===== config.mk =====
export PLATFORM = sky130hd
export DESIGN_NAME = mem_port_arbiter
export DESIGN_NICKNAME = d
export VERILOG_FILES = /design/src/rtl/mem_port_arbiter_pkg.sv /design/src/rtl/mem_port_arbiter_pick.sv /design/src/rtl/mem_port_arbiter.sv
export SDC_FILE = /design/constraint.sdc
export NUM_CORES = 1
export LEC_CHECK = 0
export ABC_CLOCK_PERIOD_IN_PS = 5400
export BUFFER_PORTS_ARGS = -buffer_cell sky130_fd_sc_hd__buf_4
export CORE_AREA = 3 3 292 294
export CTS_BUF_LIST = sky130_fd_sc_hd__clkbuf_2 sky130_fd_sc_hd__clkbuf_4 sky130_fd_sc_hd__clkbuf_8
export CTS_CLUSTER_DIAMETER = 200
export DETAILED_ROUTE_END_ITERATION = 10
export DIE_AREA = 0 0 295 297
export MAX_ROUTING_LAYER = met4
export SYNTH_ARGS = -nofsm -noshare
export SYNTH_HDL_FRONTEND = slang
export SYNTH_HIERARCHICAL = 1
export SYNTH_SLANG_ARGS = --single-unit

===== constraint.sdc =====
create_clock -name clk_i -period 5.4 [get_ports clk_i]
set_clock_uncertainty 0.2 [all_clocks]
set_input_delay 0.54 -clock clk_i [delete_from_list [all_inputs] [get_ports clk_i]]
set_output_delay 0.54 -clock clk_i [all_outputs]
set_load 0.05 [all_outputs]

===== src/rtl/mem_port_arbiter_pkg.sv =====
// Shared encodings for the memory-port arbiter: FSM states, owner codes, streak width.
package mem_port_arbiter_pkg;

  typedef enum logic [1:0] {
    ArbIdle    = 2'd0,
    ArbIBusy   = 2'd1,
    ArbDBusy   = 2'd2,
    ArbRelease = 2'd3
  } arb_state_e;

  localparam logic [1:0] OwnNone = 2'd0;
  localparam logic [1:0] OwnI    = 2'd1;
  localparam logic [1:0] OwnD    = 2'd2;

  localparam int unsigned StreakW = 3;

endpackage


===== src/rtl/mem_port_arbiter_pick.sv =====
// Combinational grant picker: D wins unless it has starved a pending I request long enough.
module mem_arb_pick
  import mem_port_arbiter_pkg::*;
#(
  parameter int unsigned DPRIO_MAX = 4
) (
  input  logic               i_req_i,
  input  logic               d_req_i,
  input  logic [StreakW-1:0] d_streak_i,
  output logic               grant_i_o,
  output logic               grant_d_o
);

  localparam logic [StreakW-1:0] DprioMax = StreakW'(DPRIO_MAX);

  always_comb begin
    grant_d_o = d_req_i && (!i_req_i || (d_streak_i < DprioMax));
    grant_i_o = i_req_i && !grant_d_o;
  end

endmodule


===== src/rtl/mem_port_arbiter.sv =====
// Two-master arbiter for the single memory-controller port; one transaction outstanding.
module mem_port_arbiter
  import mem_port_arbiter_pkg::*;
#(
  parameter int unsigned XLEN      = 32,
  parameter int unsigned CLSIZE    = 128,
  parameter int unsigned DPRIO_MAX = 4
) (
  input  logic              clk_i,
  input  logic              rst_i,
  input  logic              i_strobe_i,
  input  logic [XLEN-1:0]   i_addr_i,
  output logic              i_done_o,
  output logic [CLSIZE-1:0] i_data_o,
  input  logic              d_strobe_i,
  input  logic [XLEN-1:0]   d_addr_i,
  input  logic              d_rw_i,
  input  logic [CLSIZE-1:0] d_data_i,
  output logic              d_done_o,
  output logic [CLSIZE-1:0] d_data_o,
  output logic              M_MEM_strobe_o,
  output logic [XLEN-1:0]   M_MEM_addr_o,
  output logic              M_MEM_rw_o,
  output logic [CLSIZE-1:0] M_MEM_data_o,
  input  logic              M_MEM_done_i,
  input  logic [CLSIZE-1:0] M_MEM_data_i,
  output logic [1:0]        owner_o
);

  localparam logic [StreakW-1:0] DprioMax = StreakW'(DPRIO_MAX);

  arb_state_e          state_q, state_d;
  logic [XLEN-1:0]     addr_q, addr_d;
  logic                rw_q, rw_d;
  logic [CLSIZE-1:0]   data_q, data_d;
  logic [StreakW-1:0]  d_streak_q, d_streak_d;
  logic                grant_i, grant_d;

  mem_arb_pick #(
    .DPRIO_MAX(DPRIO_MAX)
  ) u_pick (
    .i_req_i   (i_strobe_i),
    .d_req_i   (d_strobe_i),
    .d_streak_i(d_streak_q),
    .grant_i_o (grant_i),
    .grant_d_o (grant_d)
  );

  always_comb begin
    state_d    = state_q;
    addr_d     = addr_q;
    rw_d       = rw_q;
    data_d     = data_q;
    d_streak_d = d_streak_q;
    unique case (state_q)
      ArbIdle: begin
        if (grant_d) begin
          state_d = ArbDBusy;
          addr_d  = d_addr_i;
          rw_d    = d_rw_i;
          data_d  = d_data_i;
          // Streak only grows while I is actually being held off.
          if (!i_strobe_i) begin
            d_streak_d = '0;
          end else if (d_streak_q < DprioMax) begin
            d_streak_d = d_streak_q + 1'b1;
          end
        end else if (grant_i) begin
          state_d    = ArbIBusy;
          addr_d     = i_addr_i;
          rw_d       = 1'b0;
          data_d     = '0;
          d_streak_d = '0;
        end
      end
      ArbIBusy, ArbDBusy: begin
        if (M_MEM_done_i) state_d = ArbRelease;
      end
      ArbRelease: state_d = ArbIdle;
    endcase
  end

  always_ff @(posedge clk_i or posedge rst_i) begin
    if (rst_i) begin
      state_q    <= ArbIdle;
      addr_q     <= '0;
      rw_q       <= 1'b0;
      data_q     <= '0;
      d_streak_q <= '0;
    end else begin
      state_q    <= state_d;
      addr_q     <= addr_d;
      rw_q       <= rw_d;
      data_q     <= data_d;
      d_streak_q <= d_streak_d;
    end
  end

  // Strobe and owner decode straight from state so reset drops them without a clock edge.
  always_comb begin
    M_MEM_strobe_o = (state_q == ArbIBusy) || (state_q == ArbDBusy);
    M_MEM_addr_o   = addr_q;
    M_MEM_rw_o     = rw_q;
    M_MEM_data_o   = data_q;
    owner_o        = (state_q == ArbIBusy) ? OwnI :
                     (state_q == ArbDBusy) ? OwnD : OwnNone;
    i_done_o       = (state_q == ArbIBusy) && M_MEM_done_i;
    d_done_o       = (state_q == ArbDBusy) && M_MEM_done_i;
    i_data_o       = M_MEM_data_i;
    d_data_o       = M_MEM_data_i;
  end

endmodule

After elaboration in Yosys (flattened, before gate mapping)
Cells that the tools add are included.

Add/subtract/negate cells: 1. $lt $le $gt $ge: 1. Eq/ne operators: 6. Muxes and demuxes: 16. Reductions and logical operators: 14.

Operator list (count): $mux 128 (2); $mux 32 (2); $mux 3 (4); $mux 2 (5); $pmux 2 s3 (1); $eq 2x2->1 const B (2); $logic_and 1x1->1 (4); $reduce_and 2->1 (2); $add 3x1->3 const B (1); $lt 3x3->1 const B (1); $ne 3x2->1 const B (1); $ne 3x3->1 const B (1); $reduce_and 3->1 (1); $eq 2x1->1 const B (1); $logic_not 1->1 (2); $logic_not 2->1 (1); $logic_or 1x1->1 (2); $mux 1 (2); $ne 2x2->1 const B (1); $reduce_bool 2->1 (1); $reduce_or 2->1 (1).

Register bits after elaboration: 166. Input port bits: 326. Output and inout port bits: 422. Logic and storage cells: 43.

Longest topological paths before layout
Gate-level depths: netlist of the first run.

Depth in word-level cells: 8. Gate-level depth with buffers: 7. Gate-level depth less buffers: 5.

Hierarchy
The synthesis of the first run kept the hierarchy.

By module, submodules not included: mem_port_arbiter (times used 1, cells an instance 719, area an instance 8316.7 µm², sequential area each 4154.0 µm²); mem_arb_pick (times used 1, cells an instance 3, area an instance 18.8 µm², sequential area each 0.0 µm²).

Least setup slack after synthesis of the first run
Ideal clock, no wire load.

Kind: reg2out. Start: reg state_q[1]. End: out i_done_o. Data arrival time: 1.453 ns. Data required time: 4.660 ns. Slack: 3.207 ns. Cell stages (with the launch flop): 4. Path buffers: 0. Path through: dfrtp_1 -> inv_1 -> ha_1 -> and2_1.

Cells in the longest elaborated chain, start to end: 2.

RTL lines: start, declared (RTL line mem_port_arbiter.sv:32) `arb_state_e state_q, state_d;`; start signal, assigned (RTL line mem_port_arbiter.sv:85) `state_q <= ArbIdle;`; start signal, assigned (RTL line mem_port_arbiter.sv:91) `state_q <= state_d;`; $eq 2x1->1 (RTL line mem_port_arbiter.sv:107) `i_done_o = (state_q == ArbIBusy) && M_MEM_done_i;`; $logic_and 1x1->1 (RTL line mem_port_arbiter.sv:107); end, declared (RTL line mem_port_arbiter.sv:13) `output logic i_done_o,`.

No other way between the ends.

Final worst setup path of the first run
Start: in i_strobe_i. End: reg data_q[71] (netlist: M_MEM_data_o[71]).

Cells in the longest elaborated chain, start to end: 7. Elaborated cells between the ends (all ways): 8. Those cells by class: mux (1); reduce/logical (7).

RTL lines: start, declared (RTL line mem_port_arbiter.sv:11) `input logic i_strobe_i,`; $logic_not 1->1 (*); $logic_or 1x1->1 (*) (RTL line mem_port_arbiter_pick.sv:17) `grant_d_o = d_req_i && (!i_req_i || (d_streak_i < DprioMax));`; $logic_and 1x1->1 (*) (RTL line mem_port_arbiter_pick.sv:17); named net grant_d (RTL line mem_port_arbiter.sv:37) `logic grant_i, grant_d;`; $logic_not 1->1 (RTL line mem_port_arbiter_pick.sv:18) `grant_i_o = i_req_i && !grant_d_o;`; $logic_and 1x1->1 (RTL line mem_port_arbiter_pick.sv:18); $reduce_bool 2->1 (no source line); $reduce_and 2->1 (no source line); end signal, assigned (RTL line mem_port_arbiter.sv:94) `data_q <= data_d;`; end, declared (RTL line mem_port_arbiter.sv:35) `logic [CLSIZE-1:0] data_q, data_d;`.

Mark *: on every way through the listed nets, which the timed path passes. The rest lies on a longest branch. A chain may end at the register's enable or synchronous reset.

==> results of run 1 <==
==> cell families after synthesis <==
logic type | synth area share, %
AO/OA/AOI/OAI | 16.4
adder cells (fa/ha/maj) | 0.901
AND/OR/NAND/NOR | 2.15
multiplexers | 4.11
buffers and inverters | 26.6
flip-flops | 49.8
==> power by group through the flow <==
| stage | clock (mW) | combinational, mW | sequential (mW) |
|---|---|---|---|
| finish | 0.908 | 4.26 | 2.15 |
| global route | 1.03 | 4.48 | 2.21 |
| CTS | 1.00 | 4.30 | 2.15 |
| detailed placement | 0 | 4.17 | 2.15 |
| global placement | 0 | 4.13 | 2.17 |
| floorplan | 0 | 1.56 | 3.95 |
==> worst max-delay path: stages <==
cell	delay [ps]
sky130_fd_sc_hd__dlygate4sd3_1	570
sky130_fd_sc_hd__buf_4	170
sky130_fd_sc_hd__a21boi_4	280
sky130_fd_sc_hd__and2_4	870
sky130_fd_sc_hd__buf_4	580
sky130_fd_sc_hd__a22o_1	220
==> final cells by class <==
type / instances / share of cell area [%]
clock buffer: 18 / 1.97
sequential: 166 / 33.0
clock inverter: 14 / 0.914
multi-input combinational: 254 / 15.8
tap: 1080 / 10.7
antenna: 2 / 0.0398
inverter: 7 / 0.268
timing repair buffer: 559 / 37.3
==> metrics by stage <==
step | cell area [µm²] | hold WS [ps] | cells
6_report | 12600 | 136 | 2100
5_1_grt | 12600 | 70.4 | 2100
4_1_cts | 12600 | 4.80 | 2098
3_5_place_dp | 10300 | 271 | 1875
3_3_place_gp | 10300 | 265 | 1875
2_1_floorplan | 8340 | 256 | 722
==> worst max path at each step <==
stage / from / cells after the start / endpoint
6_report: i_strobe_i / 6 / M_MEM_data_o[71]$_DFFE_PP0P_
5_1_grt: i_strobe_i / 6 / M_MEM_data_o[101]$_DFFE_PP0P_
4_1_cts: i_strobe_i / 6 / M_MEM_data_o[101]$_DFFE_PP0P_
3_5_place_dp: i_strobe_i / 5 / M_MEM_data_o[59]$_DFFE_PP0P_
3_3_place_gp: i_strobe_i / 5 / M_MEM_data_o[101]$_DFFE_PP0P_
2_1_floorplan: rst_i / 1 / M_MEM_addr_o[0]$_DFFE_PP0P_
==> flip-flops by register name, indices dropped and copies added (netlist names) <==
register      cells
M_MEM_data_o    128
state_q           2
M_MEM_addr_o     32
M_MEM_rw_o        1
d_streak_q        3
==> cells in the final DEF, fill, tap and decap left out, drive strengths merged, types with 3 or more instances in the layout <==
master         n
dlygate4sd3  191
ha             6
o21ai         36
nand2         36
buf          368
inv           14
mux2i         32
and2           3
clkbuf        18
dfrtp        166
a22o         129
clkinv         5
==> per-layer routing <==
layer	wire length (µm)	GRT usage, %
met5	0	-
met4	2100	6.06
met3	3610	3.70
met2	13400	10.0
met1	10700	6.36
==> repair_timing <==
item | 4_1_cts | 5_1_grt
buffers inserted | 0 | 0
hold buffers | 191 | 0
hold endpoints to repair | 249 | 0
==> run_summary.xml, run 1 <==
<?xml version="1.0" encoding="UTF-8"?>
<metrics>
  <group name="outcome">
    <metric name="status" unit="">finished clean</metric>
  </group>
  <group name="cells_and_area">
    <metric name="layout.nets" unit="">1337</metric>
    <metric name="area_growth" unit="%">51.0</metric>
    <metric name="proportion_of_layout_cells_with_a_drive_suffix_above_1" unit="%">40.0</metric>
    <metric name="layout.filler_cells" unit="">9179</metric>
    <metric name="multi_input_comb_area" unit="mm²">0.00198</metric>
    <metric name="layout.area.seq" unit="mm²">0.00415</metric>
    <metric name="layout.core_utilization" unit="%">15.1</metric>
  </group>
  <group name="floorplan">
    <metric name="fp.dieW" unit="µm">295</metric>
    <metric name="fp-row-count" unit="">106</metric>
    <metric name="fp.dieH" unit="µm">297</metric>
    <metric name="placeableCoreArea" unit="mm²">0.0832</metric>
    <metric name="floorplan.die_area" unit="mm²">0.0876</metric>
    <metric name="initial_standard_cell_utilization_of_the_core" unit="%">10.0</metric>
    <metric name="io-pin-count" unit="">748</metric>
  </group>
  <group name="synthesis">
    <metric name="synth_fp_nets" unit="">1054</metric>
    <metric name="netlist_instances" unit="">722</metric>
    <metric name="post-synth-top-count-cell" unit="">sky130_fd_sc_hd__buf_4</metric>
    <metric name="synth_edf_count" unit="">0</metric>
    <metric name="leading_cell_types_by_total_area_after_synthesis" unit="">sky130_fd_sc_hd__dfrtp_1, sky130_fd_sc_hd__buf_4, sky130_fd_sc_hd__a22o_1</metric>
    <metric name="synth_seq_area_share" unit="%">49.8</metric>
    <metric name="synthDominantAreaCellType" unit="">sky130_fd_sc_hd__dfrtp_1</metric>
    <metric name="syn-cell-area" unit="mm²">0.00834</metric>
    <metric name="synthesis_stage_register_bit_count" unit="">166</metric>
    <metric name="postSynth.asyncResetShare" unit="%">100</metric>
    <metric name="synth_largest_type_area_fraction" unit="%">49.8</metric>
    <metric name="synthFlopType" unit="">sky130_fd_sc_hd__dfrtp_1</metric>
    <metric name="average_footprint_of_a_synthesized_cell" unit="µm²">11.5</metric>
    <metric name="synth-warning-count" unit="">6</metric>
    <metric name="synthTopCellsByCount" unit="">sky130_fd_sc_hd__buf_4, sky130_fd_sc_hd__dfrtp_1, sky130_fd_sc_hd__a22o_1</metric>
    <metric name="synth.distinct_cells" unit="">24</metric>
  </group>
  <group name="sta">
    <metric name="final.setup.tns" unit="ps">0</metric>
    <metric name="fin_crit" unit="ps">2980</metric>
    <metric name="relSlewSlack" unit="%">24.1</metric>
    <metric name="grt_setup_unrepaired" unit="">no</metric>
    <metric name="postLayoutSetupSlackWorst" unit="ps">2420</metric>
    <metric name="timing.final.max_slew_violations" unit="">0</metric>
    <metric name="fmax" unit="GHz">0.336</metric>
    <metric name="worst-slew-pin-transition" unit="ps">1130</metric>
    <metric name="final_hold_viol_count" unit="">0</metric>
    <metric name="period_share" unit="%">55.1</metric>
    <metric name="setup_viol" unit="">0</metric>
  </group>
  <group name="critical_path">
    <metric name="worst-r2r-cell-count" unit="">5</metric>
    <metric name="required_time_worst_endpoint" unit="ps">5700</metric>
    <metric name="critical_path_arrival" unit="ps">3270</metric>
    <metric name="timing_worst_setup_path_type" unit="">input pin to flop</metric>
    <metric name="crit-reg2reg-launch" unit="">state_q[0]$_DFFE_PP0P_</metric>
    <metric name="setup.worst_path.end_class" unit="">flop</metric>
    <metric name="startpoint_type" unit="">input pin</metric>
    <metric name="critical_path.max_fanout" unit="">85</metric>
    <metric name="ff2ff_setup_slack" unit="ps">2620</metric>
    <metric name="critical_path.reg2reg.endpoint" unit="">M_MEM_data_o[71]$_DFFE_PP0P_</metric>
  </group>
  <group name="global_route">
    <metric name="antenna_found_initial" unit="">4</metric>
    <metric name="grt.overflow.total" unit="">0</metric>
    <metric name="wire_length_of_the_first_global_routing_pass" unit="mm">41.9</metric>
    <metric name="grtUsageTotal" unit="%">6.81</metric>
    <metric name="grt_start_max_net_pins" unit="">104</metric>
    <metric name="grt_pass1_vias" unit="">6660</metric>
  </group>
  <group name="clock_network">
    <metric name="cts.root.buffer_cell" unit="">sky130_fd_sc_hd__clkbuf_8</metric>
    <metric name="numClockSinks" unit="">166</metric>
    <metric name="cts-buffers-inserted" unit="">17</metric>
    <metric name="cts_buffer_depth" unit="">2</metric>
    <metric name="htreeDepth" unit="">4</metric>
    <metric name="cts_tree" unit="">built</metric>
    <metric name="worst_skew_pair_later_pin_latency" unit="ps">580</metric>
    <metric name="worst_setup_hold_path_clk_slew" unit="ps">90</metric>
    <metric name="post_cts_resize_count" unit="">0</metric>
  </group>
  <group name="pwr">
    <metric name="power.share.clock" unit="%">12.4</metric>
    <metric name="cell_area_power_density" unit="mW/mm²">581</metric>
    <metric name="leakage_component_of_the_power" unit="nW">5.82</metric>
    <metric name="power_frac_seq" unit="%">29.3</metric>
    <metric name="ir_worst_vdd" unit="µV">349</metric>
    <metric name="internal-power" unit="mW">3.54</metric>
    <metric name="p_switching" unit="mW">3.77</metric>
    <metric name="p_comb_share" unit="%">58.2</metric>
    <metric name="total_power" unit="mW">7.32</metric>
    <metric name="switching_share" unit="%">51.6</metric>
  </group>
  <group name="detailed_routing">
    <metric name="antenna_violating_nets_post_route" unit="">0</metric>
    <metric name="routed_wire_length_per_instance" unit="µm">14.2</metric>
    <metric name="first_iter_violations" unit="">200</metric>
    <metric name="drc_errors" unit="">0</metric>
    <metric name="via_per_inst" unit="">3.01</metric>
    <metric name="drt-total-wl" unit="mm">29.8</metric>
    <metric name="dr_total_vias" unit="">6321</metric>
    <metric name="drt_first_pass_iters" unit="">4</metric>
  </group>
  <group name="place">
    <metric name="gp_congestion" unit="">0.663</metric>
    <metric name="dp_slack" unit="ps">2420</metric>
    <metric name="dp_hpwl" unit="mm">20.7</metric>
    <metric name="io_buffers" unit="">363</metric>
  </group>
  <group name="hold_path">
    <metric name="hold_path_depth" unit="">3</metric>
    <metric name="min-delay-start" unit="">i_addr_i[29]</metric>
    <metric name="whs_endpoint" unit="">M_MEM_addr_o[29]$_DFFE_PP0P_</metric>
    <metric name="worst_hold_path_type" unit="">input pin to flop</metric>
  </group>
  <group name="job">
    <metric name="max_cap_viol_count" unit="">0</metric>
  </group>
</metrics>
Power figures use the tool's default switching activity.
==> run 2, diff against run 1 <==
--- a/config.mk
+++ b/config.mk
@@ -5,7 +5,8 @@
 export SDC_FILE = /design/constraint.sdc
 export NUM_CORES = 1
 export LEC_CHECK = 0
-export ABC_CLOCK_PERIOD_IN_PS = 5400
+export ABC_AREA = 1
+export ABC_CLOCK_PERIOD_IN_PS = 3050
 export BUFFER_PORTS_ARGS = -buffer_cell sky130_fd_sc_hd__buf_4
 export CORE_AREA = 3 3 292 294
 export CTS_BUF_LIST = sky130_fd_sc_hd__clkbuf_2 sky130_fd_sc_hd__clkbuf_4 sky130_fd_sc_hd__clkbuf_8
==> constraint.sdc (replaced) <==
create_clock -name clk_i -period 3.05 [get_ports clk_i]
set_clock_uncertainty 0.2 [all_clocks]
set_input_delay 0.305 -clock clk_i [delete_from_list [all_inputs] [get_ports clk_i]]
set_output_delay 0.305 -clock clk_i [all_outputs]
set_load 0.05 [all_outputs]
==> run_summary.xml, run 2 <==
<?xml version="1.0" encoding="UTF-8"?>
<metrics>
  <group name="pwr">
    <metric name="ir_worst_vdd" unit="µV">585</metric>
    <metric name="internal-power" unit="mW">6.22</metric>
    <metric name="p_switching" unit="mW">7.43</metric>
    <metric name="p_comb_share" unit="%">60.4</metric>
    <metric name="power.share.clock" unit="%">12.6</metric>
    <metric name="leakage_component_of_the_power" unit="nW">6.71</metric>
    <metric name="power_frac_seq" unit="%">27.0</metric>
    <metric name="switching_share" unit="%">54.4</metric>
    <metric name="cell_area_power_density" unit="mW/mm²">995</metric>
  </group>
  <group name="synthesis">
    <metric name="synth_fp_nets" unit="">1461</metric>
    <metric name="syn-cell-area" unit="mm²">0.00925</metric>
    <metric name="post-synth-top-count-cell" unit="">sky130_fd_sc_hd__nand2_1</metric>
    <metric name="synth-warning-count" unit="">6</metric>
    <metric name="postSynth.asyncResetShare" unit="%">100</metric>
    <metric name="synthDominantAreaCellType" unit="">sky130_fd_sc_hd__dfrtp_1</metric>
    <metric name="synthFlopType" unit="">sky130_fd_sc_hd__dfrtp_1</metric>
    <metric name="synth_largest_type_area_fraction" unit="%">44.9</metric>
    <metric name="synth_edf_count" unit="">0</metric>
    <metric name="synth_seq_area_share" unit="%">44.9</metric>
    <metric name="netlist_instances" unit="">1129</metric>
    <metric name="synthesis_stage_register_bit_count" unit="">166</metric>
    <metric name="synthTopCellsByCount" unit="">sky130_fd_sc_hd__nand2_1, sky130_fd_sc_hd__buf_4, sky130_fd_sc_hd__dfrtp_1</metric>
    <metric name="average_footprint_of_a_synthesized_cell" unit="µm²">8.20</metric>
    <metric name="synth.distinct_cells" unit="">20</metric>
    <metric name="leading_cell_types_by_total_area_after_synthesis" unit="">sky130_fd_sc_hd__dfrtp_1, sky130_fd_sc_hd__buf_4, sky130_fd_sc_hd__nand2_1</metric>
  </group>
  <group name="clock_network">
    <metric name="worst_setup_hold_path_clk_slew" unit="ps">110</metric>
    <metric name="numClockSinks" unit="">166</metric>
    <metric name="htreeDepth" unit="">4</metric>
    <metric name="cts.root.buffer_cell" unit="">sky130_fd_sc_hd__clkbuf_8</metric>
    <metric name="cts_tree" unit="">built</metric>
    <metric name="cts-buffers-inserted" unit="">17</metric>
    <metric name="cts_buffer_depth" unit="">2</metric>
    <metric name="post-cts-setup-buffer-count" unit="">0</metric>
    <metric name="worst_skew_pair_later_pin_latency" unit="ps">560</metric>
  </group>
  <group name="sta">
    <metric name="relSlewSlack" unit="%">43.9</metric>
    <metric name="final.setup.tns" unit="ps">0</metric>
    <metric name="fmax" unit="GHz">0.361</metric>
    <metric name="final_hold_viol_count" unit="">0</metric>
    <metric name="worst-slew-pin-transition" unit="ps">840</metric>
    <metric name="fin_crit" unit="ps">2770</metric>
    <metric name="period_share" unit="%">90.9</metric>
    <metric name="setup_viol" unit="">0</metric>
    <metric name="grt_setup_unrepaired" unit="">no</metric>
    <metric name="timing.final.max_slew_violations" unit="">0</metric>
  </group>
  <group name="critical_path">
    <metric name="critical_path.max_fanout" unit="">69</metric>
    <metric name="timing_worst_setup_path_type" unit="">input pin to flop</metric>
    <metric name="setup.worst_path.end_class" unit="">flop</metric>
    <metric name="ff2ff_setup_slack" unit="ps">400</metric>
    <metric name="crit-reg2reg-launch" unit="">d_streak_q[2]$_DFFE_PP0P_</metric>
    <metric name="required_time_worst_endpoint" unit="ps">3360</metric>
    <metric name="critical_path.reg2reg.endpoint" unit="">M_MEM_addr_o[14]$_DFFE_PP0P_</metric>
    <metric name="critPathCapture" unit="">M_MEM_addr_o[14]$_DFFE_PP0P_</metric>
    <metric name="crit_start" unit="">i_strobe_i</metric>
    <metric name="startpoint_type" unit="">input pin</metric>
    <metric name="critical_path_arrival" unit="ps">3080</metric>
    <metric name="worst-r2r-cell-count" unit="">7</metric>
  </group>
  <group name="floorplan">
    <metric name="fp.dieW" unit="µm">295</metric>
    <metric name="fp.dieH" unit="µm">297</metric>
    <metric name="fp-row-count" unit="">106</metric>
    <metric name="floorplan.die_area" unit="mm²">0.0876</metric>
    <metric name="placeableCoreArea" unit="mm²">0.0832</metric>
    <metric name="io-pin-count" unit="">748</metric>
    <metric name="initial_standard_cell_utilization_of_the_core" unit="%">11.1</metric>
  </group>
  <group name="global_route">
    <metric name="grt_start_max_net_pins" unit="">162</metric>
    <metric name="antenna_found_initial" unit="">4</metric>
    <metric name="grt_pass1_vias" unit="">8758</metric>
    <metric name="wire_length_of_the_first_global_routing_pass" unit="mm">59.5</metric>
    <metric name="grt.overflow.total" unit="">0</metric>
    <metric name="grtUsageTotal" unit="%">9.79</metric>
  </group>
  <group name="place">
    <metric name="gp_congestion" unit="">0.777</metric>
    <metric name="dpl-instance-area" unit="mm²">0.0113</metric>
    <metric name="dp_hpwl" unit="mm">31.2</metric>
    <metric name="io_buffers" unit="">363</metric>
  </group>
  <group name="cells_and_area">
    <metric name="proportion_of_layout_cells_with_a_drive_suffix_above_1" unit="%">30.0</metric>
    <metric name="final_cell_mix" unit="">sky130_fd_sc_hd__buf_4, sky130_fd_sc_hd__nand2_1, sky130_fd_sc_hd__dlygate4sd3_1</metric>
    <metric name="postLayoutCellArea" unit="mm²">0.0137</metric>
    <metric name="layout_commonest_cell" unit="">sky130_fd_sc_hd__buf_4</metric>
    <metric name="largest_register_ff_count" unit="">128</metric>
    <metric name="area_growth" unit="%">48.3</metric>
    <metric name="layout.nets" unit="">1732</metric>
  </group>
  <group name="detailed_routing">
    <metric name="first_iter_violations" unit="">338</metric>
    <metric name="via_per_inst" unit="">3.43</metric>
    <metric name="dr_total_vias" unit="">8563</metric>
    <metric name="drt-total-wl" unit="mm">42.7</metric>
    <metric name="drt_first_pass_iters" unit="">6</metric>
    <metric name="routed_wire_length_per_instance" unit="µm">17.1</metric>
    <metric name="antenna_violating_nets_post_route" unit="">0</metric>
    <metric name="drc_errors" unit="">0</metric>
  </group>
  <group name="outcome">
    <metric name="status" unit="">finished clean</metric>
  </group>
  <group name="hold_path">
    <metric name="worst_hold_path_type" unit="">input pin to flop</metric>
    <metric name="hold_path_depth" unit="">5</metric>
  </group>
  <group name="job">
    <metric name="max_cap_viol_count" unit="">0</metric>
  </group>
</metrics>
==> run 2: cell types whose count changed after synthesis, sizes merged, moves of 3 or more <==
cell    before  now
mux2i       32    0
nand2       36  309
buf        291  286
inv          7   15
clkbuf       4   43
a22o       129    0
nor2         0    4
nand3        0  135
and2         3    0
o21ai       36  163
==> run 2: area by class of cell <==
cell class / count / area (µm²)
diodes: 4 / 10.0
multi-input cells: 619 / 2810
inverters: 15 / 65.1
clock buffers: 18 / 248
repair buffers: 581 / 4940
well taps: 1080 / 1350
fillers: 9315 / 69400
clock inverters: 14 / 150
flip-flops and latches: 166 / 4150
==> run 2: per-layer routing <==
| layer | wire (µm) | track usage, % |
|---|---|---|
| met2 | 19800 | 15.2 |
| met3 | 6180 | 6.38 |
| met4 | 1420 | 4.47 |
| met1 | 15300 | 9.49 |
| met5 | 0 | - |
==> run 2: metrics by stage <==
| stage | total power [mW] | instances | setup WS (ps) | hold slack [ps] | util [%] |
|---|---|---|---|---|---|
| after floorplan | 9.86 | 1129 | 432 | 246 | - |
| final | 13.7 | 2497 | 276 | 229 | 16.5 |
| after global placement | 11.7 | 2264 | 1040 | 264 | 13.6 |
| after CTS | 13.9 | 2493 | 454 | 119 | 16.5 |
| after global routing | 14.5 | 2497 | 282 | 200 | 16.5 |
| after detailed placement | 11.8 | 2264 | 989 | 272 | 13.6 |
==> run 2: worst min path at each step <==
stage,start,to,slack (ps)
after floorplan,d_streak_q[1]$_DFFE_PP0P_,d_streak_q[1]$_DFFE_PP0P_,250
after CTS,d_strobe_i,M_MEM_data_o[2]$_DFFE_PP0P_,120
after detailed placement,M_MEM_data_o[82]$_DFFE_PP0P_,M_MEM_data_o[82]$_DFFE_PP0P_,270
final,d_strobe_i,M_MEM_data_o[2]$_DFFE_PP0P_,230
after global placement,M_MEM_data_o[85]$_DFFE_PP0P_,M_MEM_data_o[85]$_DFFE_PP0P_,260
after global routing,d_strobe_i,M_MEM_data_o[8]$_DFFE_PP0P_,200
==> run 2: power by group through the flow <==
stage                     clock, mW  sequential [mW]  combinational [mW]
after global routing           1.93             3.81                8.80
final                          1.72             3.69                8.24
after CTS                      1.87             3.68                8.31
after global placement            0             3.68                8.03
after detailed placement          0             3.71                8.08
after floorplan                   0             6.90                2.95
==> run 2: timing repair <==
action,4_1_cts,5_1_grt
hold buffers,197,0
hold endpoints to repair,181,0
setup endpoints to repair,0,0
gates resized for setup,0,0
==> run 2: cells by family after synthesis <==
family,count (synthesis),synth area share [%]
buf+inv,344,25.0
simple gates,448,20.3
flops,166,44.9
fa+ha+maj,6,0.811
compound gates,165,9.03
==> run 2: worst max-delay path, stage by stage <==
cell	delay (ps)
sky130_fd_sc_hd__dlygate4sd3_1	640
sky130_fd_sc_hd__buf_4	200
sky130_fd_sc_hd__a21boi_4	250
sky130_fd_sc_hd__buf_4	600
sky130_fd_sc_hd__nand2_1	150
sky130_fd_sc_hd__nand2_1	130
sky130_fd_sc_hd__dlygate4sd3_1	560
sky130_fd_sc_hd__nand2_1	50
sky130_fd_sc_hd__nand2_1	90
==> run 3, diff against run 2 <==
--- a/config.mk
+++ b/config.mk
@@ -6,13 +6,13 @@
 export NUM_CORES = 1
 export LEC_CHECK = 0
 export ABC_AREA = 1
-export ABC_CLOCK_PERIOD_IN_PS = 3050
+export ABC_CLOCK_PERIOD_IN_PS = 2500
 export BUFFER_PORTS_ARGS = -buffer_cell sky130_fd_sc_hd__buf_4
-export CORE_AREA = 3 3 292 294
+export CORE_AREA = 3 3 290 292
 export CTS_BUF_LIST = sky130_fd_sc_hd__clkbuf_2 sky130_fd_sc_hd__clkbuf_4 sky130_fd_sc_hd__clkbuf_8
 export CTS_CLUSTER_DIAMETER = 200
 export DETAILED_ROUTE_END_ITERATION = 10
-export DIE_AREA = 0 0 295 297
+export DIE_AREA = 0 0 293 295
 export MAX_ROUTING_LAYER = met4
 export SYNTH_ARGS = -nofsm -noshare
 export SYNTH_HDL_FRONTEND = slang
==> constraint.sdc (replaced) <==
create_clock -name clk_i -period 2.5 [get_ports clk_i]
set_clock_uncertainty 0.2 [all_clocks]
set_input_delay 0.25 -clock clk_i [delete_from_list [all_inputs] [get_ports clk_i]]
set_output_delay 0.25 -clock clk_i [all_outputs]
set_load 0.05 [all_outputs]
==> run_summary.xml, run 3 (synthesis results as in run 2) <==
<?xml version="1.0" encoding="UTF-8"?>
<metrics>
  <group name="outcome">
    <metric name="status" unit="">finished clean</metric>
  </group>
  <group name="critical_path">
    <metric name="critical_path.max_fanout" unit="">69</metric>
    <metric name="critical_path.slowest_cell" unit="">sky130_fd_sc_hd__dlygate4sd3_1</metric>
    <metric name="path_depth" unit="">9</metric>
    <metric name="startpoint_type" unit="">input pin</metric>
    <metric name="worst-r2r-cell-count" unit="">7</metric>
    <metric name="timing_worst_setup_path_type" unit="">input pin to flop</metric>
    <metric name="critical_path.top_delay_family" unit="">buffers and inverters</metric>
    <metric name="required_time_worst_endpoint" unit="ps">2770</metric>
    <metric name="max_stage_delay" unit="ps">600</metric>
    <metric name="ff2ff_setup_slack" unit="ps">60</metric>
    <metric name="setup.worst_path.end_class" unit="">flop</metric>
    <metric name="critical_path_arrival" unit="ps">2760</metric>
    <metric name="crit_buf_inv" unit="">4</metric>
    <metric name="crit_top_cell" unit="">sky130_fd_sc_hd__nand2_1</metric>
    <metric name="crit_path_cell_trace" unit="">dlygate4sd3_1 &gt; buf_4 &gt; a21boi_4 &gt; buf_12 &gt; nand2_1 &gt; nand2_1 &gt; dlygate4sd3_1 &gt; nand2_1 &gt; nand2_1</metric>
  </group>
  <group name="clock_network">
    <metric name="post-cts-setup-buffer-count" unit="">0</metric>
    <metric name="cts.root.buffer_cell" unit="">sky130_fd_sc_hd__clkbuf_8</metric>
    <metric name="cts-buffers-inserted" unit="">17</metric>
    <metric name="cts_tree" unit="">built</metric>
    <metric name="htreeDepth" unit="">4</metric>
    <metric name="numClockSinks" unit="">166</metric>
    <metric name="worst_setup_hold_path_clk_slew" unit="ps">110</metric>
    <metric name="cts_buffer_depth" unit="">2</metric>
    <metric name="worst_skew_pair_later_pin_latency" unit="ps">520</metric>
  </group>
  <group name="global_route">
    <metric name="antenna_found_initial" unit="">6</metric>
    <metric name="grt_start_max_net_pins" unit="">96</metric>
    <metric name="wire_length_of_the_first_global_routing_pass" unit="mm">58.6</metric>
    <metric name="grt.overflow.total" unit="">0</metric>
    <metric name="grt_pass1_vias" unit="">8943</metric>
    <metric name="grtUsageTotal" unit="%">9.55</metric>
  </group>
  <group name="detailed_routing">
    <metric name="routed_wire_length_per_instance" unit="µm">16.7</metric>
    <metric name="first_iter_violations" unit="">334</metric>
    <metric name="drt_first_pass_iters" unit="">4</metric>
    <metric name="via_per_inst" unit="">3.44</metric>
    <metric name="antenna_violating_nets_post_route" unit="">0</metric>
    <metric name="drt-total-wl" unit="mm">41.6</metric>
    <metric name="drc_errors" unit="">0</metric>
    <metric name="dr_total_vias" unit="">8590</metric>
  </group>
  <group name="pwr">
    <metric name="leakage_component_of_the_power" unit="nW">6.74</metric>
    <metric name="power.share.clock" unit="%">11.9</metric>
    <metric name="switching_share" unit="%">54.5</metric>
    <metric name="p_comb_share" unit="%">61.0</metric>
    <metric name="power_frac_seq" unit="%">27.1</metric>
    <metric name="total_power" unit="mW">16.6</metric>
    <metric name="internal-power" unit="mW">7.56</metric>
    <metric name="p_switching" unit="mW">9.07</metric>
    <metric name="cell_area_power_density" unit="mW/mm²">1210</metric>
    <metric name="ir_worst_vdd" unit="µV">526</metric>
  </group>
  <group name="sta">
    <metric name="final_hold_viol_count" unit="">0</metric>
    <metric name="period_share" unit="%">99.7</metric>
    <metric name="timing.final.max_slew_violations" unit="">0</metric>
    <metric name="setup_viol" unit="">0</metric>
    <metric name="fmax" unit="GHz">0.401</metric>
    <metric name="postLayoutSetupSlackWorst" unit="ps">7.37</metric>
    <metric name="fin_crit" unit="ps">2490</metric>
    <metric name="worst-slew-pin-transition" unit="ps">687</metric>
    <metric name="grt_setup_unrepaired" unit="">yes</metric>
    <metric name="relSlewSlack" unit="%">54.1</metric>
    <metric name="final.setup.tns" unit="ps">0</metric>
  </group>
  <group name="hold_path">
    <metric name="worst_hold_path_type" unit="">input pin to flop</metric>
    <metric name="hold_path_depth" unit="">5</metric>
  </group>
  <group name="cells_and_area">
    <metric name="proportion_of_layout_cells_with_a_drive_suffix_above_1" unit="%">30.3</metric>
    <metric name="final_cell_mix" unit="">sky130_fd_sc_hd__buf_4, sky130_fd_sc_hd__nand2_1, sky130_fd_sc_hd__dlygate4sd3_1</metric>
    <metric name="layout_commonest_cell" unit="">sky130_fd_sc_hd__buf_4</metric>
    <metric name="layout.nets" unit="">1738</metric>
    <metric name="largest_register_ff_count" unit="">128</metric>
    <metric name="area_growth" unit="%">48.8</metric>
    <metric name="postLayoutCellArea" unit="mm²">0.0138</metric>
  </group>
  <group name="floorplan">
    <metric name="initial_standard_cell_utilization_of_the_core" unit="%">11.3</metric>
    <metric name="placeableCoreArea" unit="mm²">0.0818</metric>
    <metric name="fp-row-count" unit="">105</metric>
    <metric name="fp.dieW" unit="µm">293</metric>
    <metric name="floorplan.die_area" unit="mm²">0.0864</metric>
    <metric name="io-pin-count" unit="">748</metric>
    <metric name="fp.dieH" unit="µm">295</metric>
  </group>
  <group name="job">
    <metric name="max_cap_viol_count" unit="">0</metric>
  </group>
  <group name="place">
    <metric name="dpl-instance-area" unit="mm²">0.0114</metric>
    <metric name="dp_hpwl" unit="mm">29.8</metric>
    <metric name="dp_slack" unit="ps">560</metric>
    <metric name="io_buffers" unit="">363</metric>
    <metric name="gp_congestion" unit="">0.819</metric>
  </group>
</metrics>
-- run 3: worst register-to-register path, stage by stage, from the launching register on --
cell and delay [ps]:
sky130_fd_sc_hd__dfrtp_1 440, sky130_fd_sc_hd__a21boi_4 310, sky130_fd_sc_hd__buf_12 300, sky130_fd_sc_hd__nand2_1 290
sky130_fd_sc_hd__nand2_1 120, sky130_fd_sc_hd__dlygate4sd3_1 550, sky130_fd_sc_hd__nand2_1 80, sky130_fd_sc_hd__nand2_1 100
-- run 3: metal layers --
| layer | vias up | track usage (%) | wire, µm |
|---|---|---|---|
| met5 | - | - | 0 |
| met4 | 0 | 4.46 | 1580 |
| met3 | 95 | 6.17 | 5860 |
| met2 | 652 | 14.9 | 19200 |
| met1 | 3902 | 9.24 | 15000 |
| li1 | 3941 | - | - |
-- run 3: cell type report --
| type | count | area, µm² |
|---|---|---|
| timing repair buffer | 587 | 5020 |
| sequential | 166 | 4150 |
| multi-input combinational | 619 | 2810 |
| inverter | 15 | 65.1 |
| clock inverter | 9 | 70.1 |
| fill | 9125 | 68100 |
| clock buffer | 23 | 298 |
| antenna | 6 | 15.0 |
| tap | 1070 | 1340 |
-- run 3: power by group through the flow --
| stage | logic (mW) | registers, mW | clock network (mW) |
|---|---|---|---|
| 6_report | 10.1 | 4.52 | 1.98 |
| 5_1_grt | 10.8 | 4.66 | 2.24 |
| 4_1_cts | 10.2 | 4.52 | 2.17 |
| 3_5_place_dp | 9.95 | 4.55 | 0 |
| 3_3_place_gp | 9.88 | 4.54 | 0 |
| 2_1_floorplan | 3.60 | 8.42 | 0 |
-- run 3: final timing paths --
check,startpoint,endpoint
worst max-delay path,i_strobe_i,M_MEM_addr_o[3]$_DFFE_PP0P_
max in group asynchronous,rst_i,M_MEM_data_o[49]$_DFFE_PP0P_
worst min-delay path,d_strobe_i,M_MEM_data_o[2]$_DFFE_PP0P_
worst max register to register,d_streak_q[2]$_DFFE_PP0P_,M_MEM_addr_o[3]$_DFFE_PP0P_
min in group asynchronous,rst_i,M_MEM_addr_o[18]$_DFFE_PP0P_
worst min register to register,M_MEM_data_o[92]$_DFFE_PP0P_,M_MEM_data_o[92]$_DFFE_PP0P_
-- run 3: timing repair --
action / 4_1_cts / 5_1_grt
setup endpoints to repair: 0 / 3
resized for setup: 0 / 2
hold endpoints to repair: 189 / 0
hold buffers: 197 / 0
-- run 3: metrics by stage --
stage               hold slack [ps]  utilization [%]  cells
floorplan                       195                -   1129
global placement                236             13.9   2260
detailed placement              240             13.9   2260
CTS                            99.2             16.8   2489
global route                    144             16.8   2494
finish                          198             16.8   2495
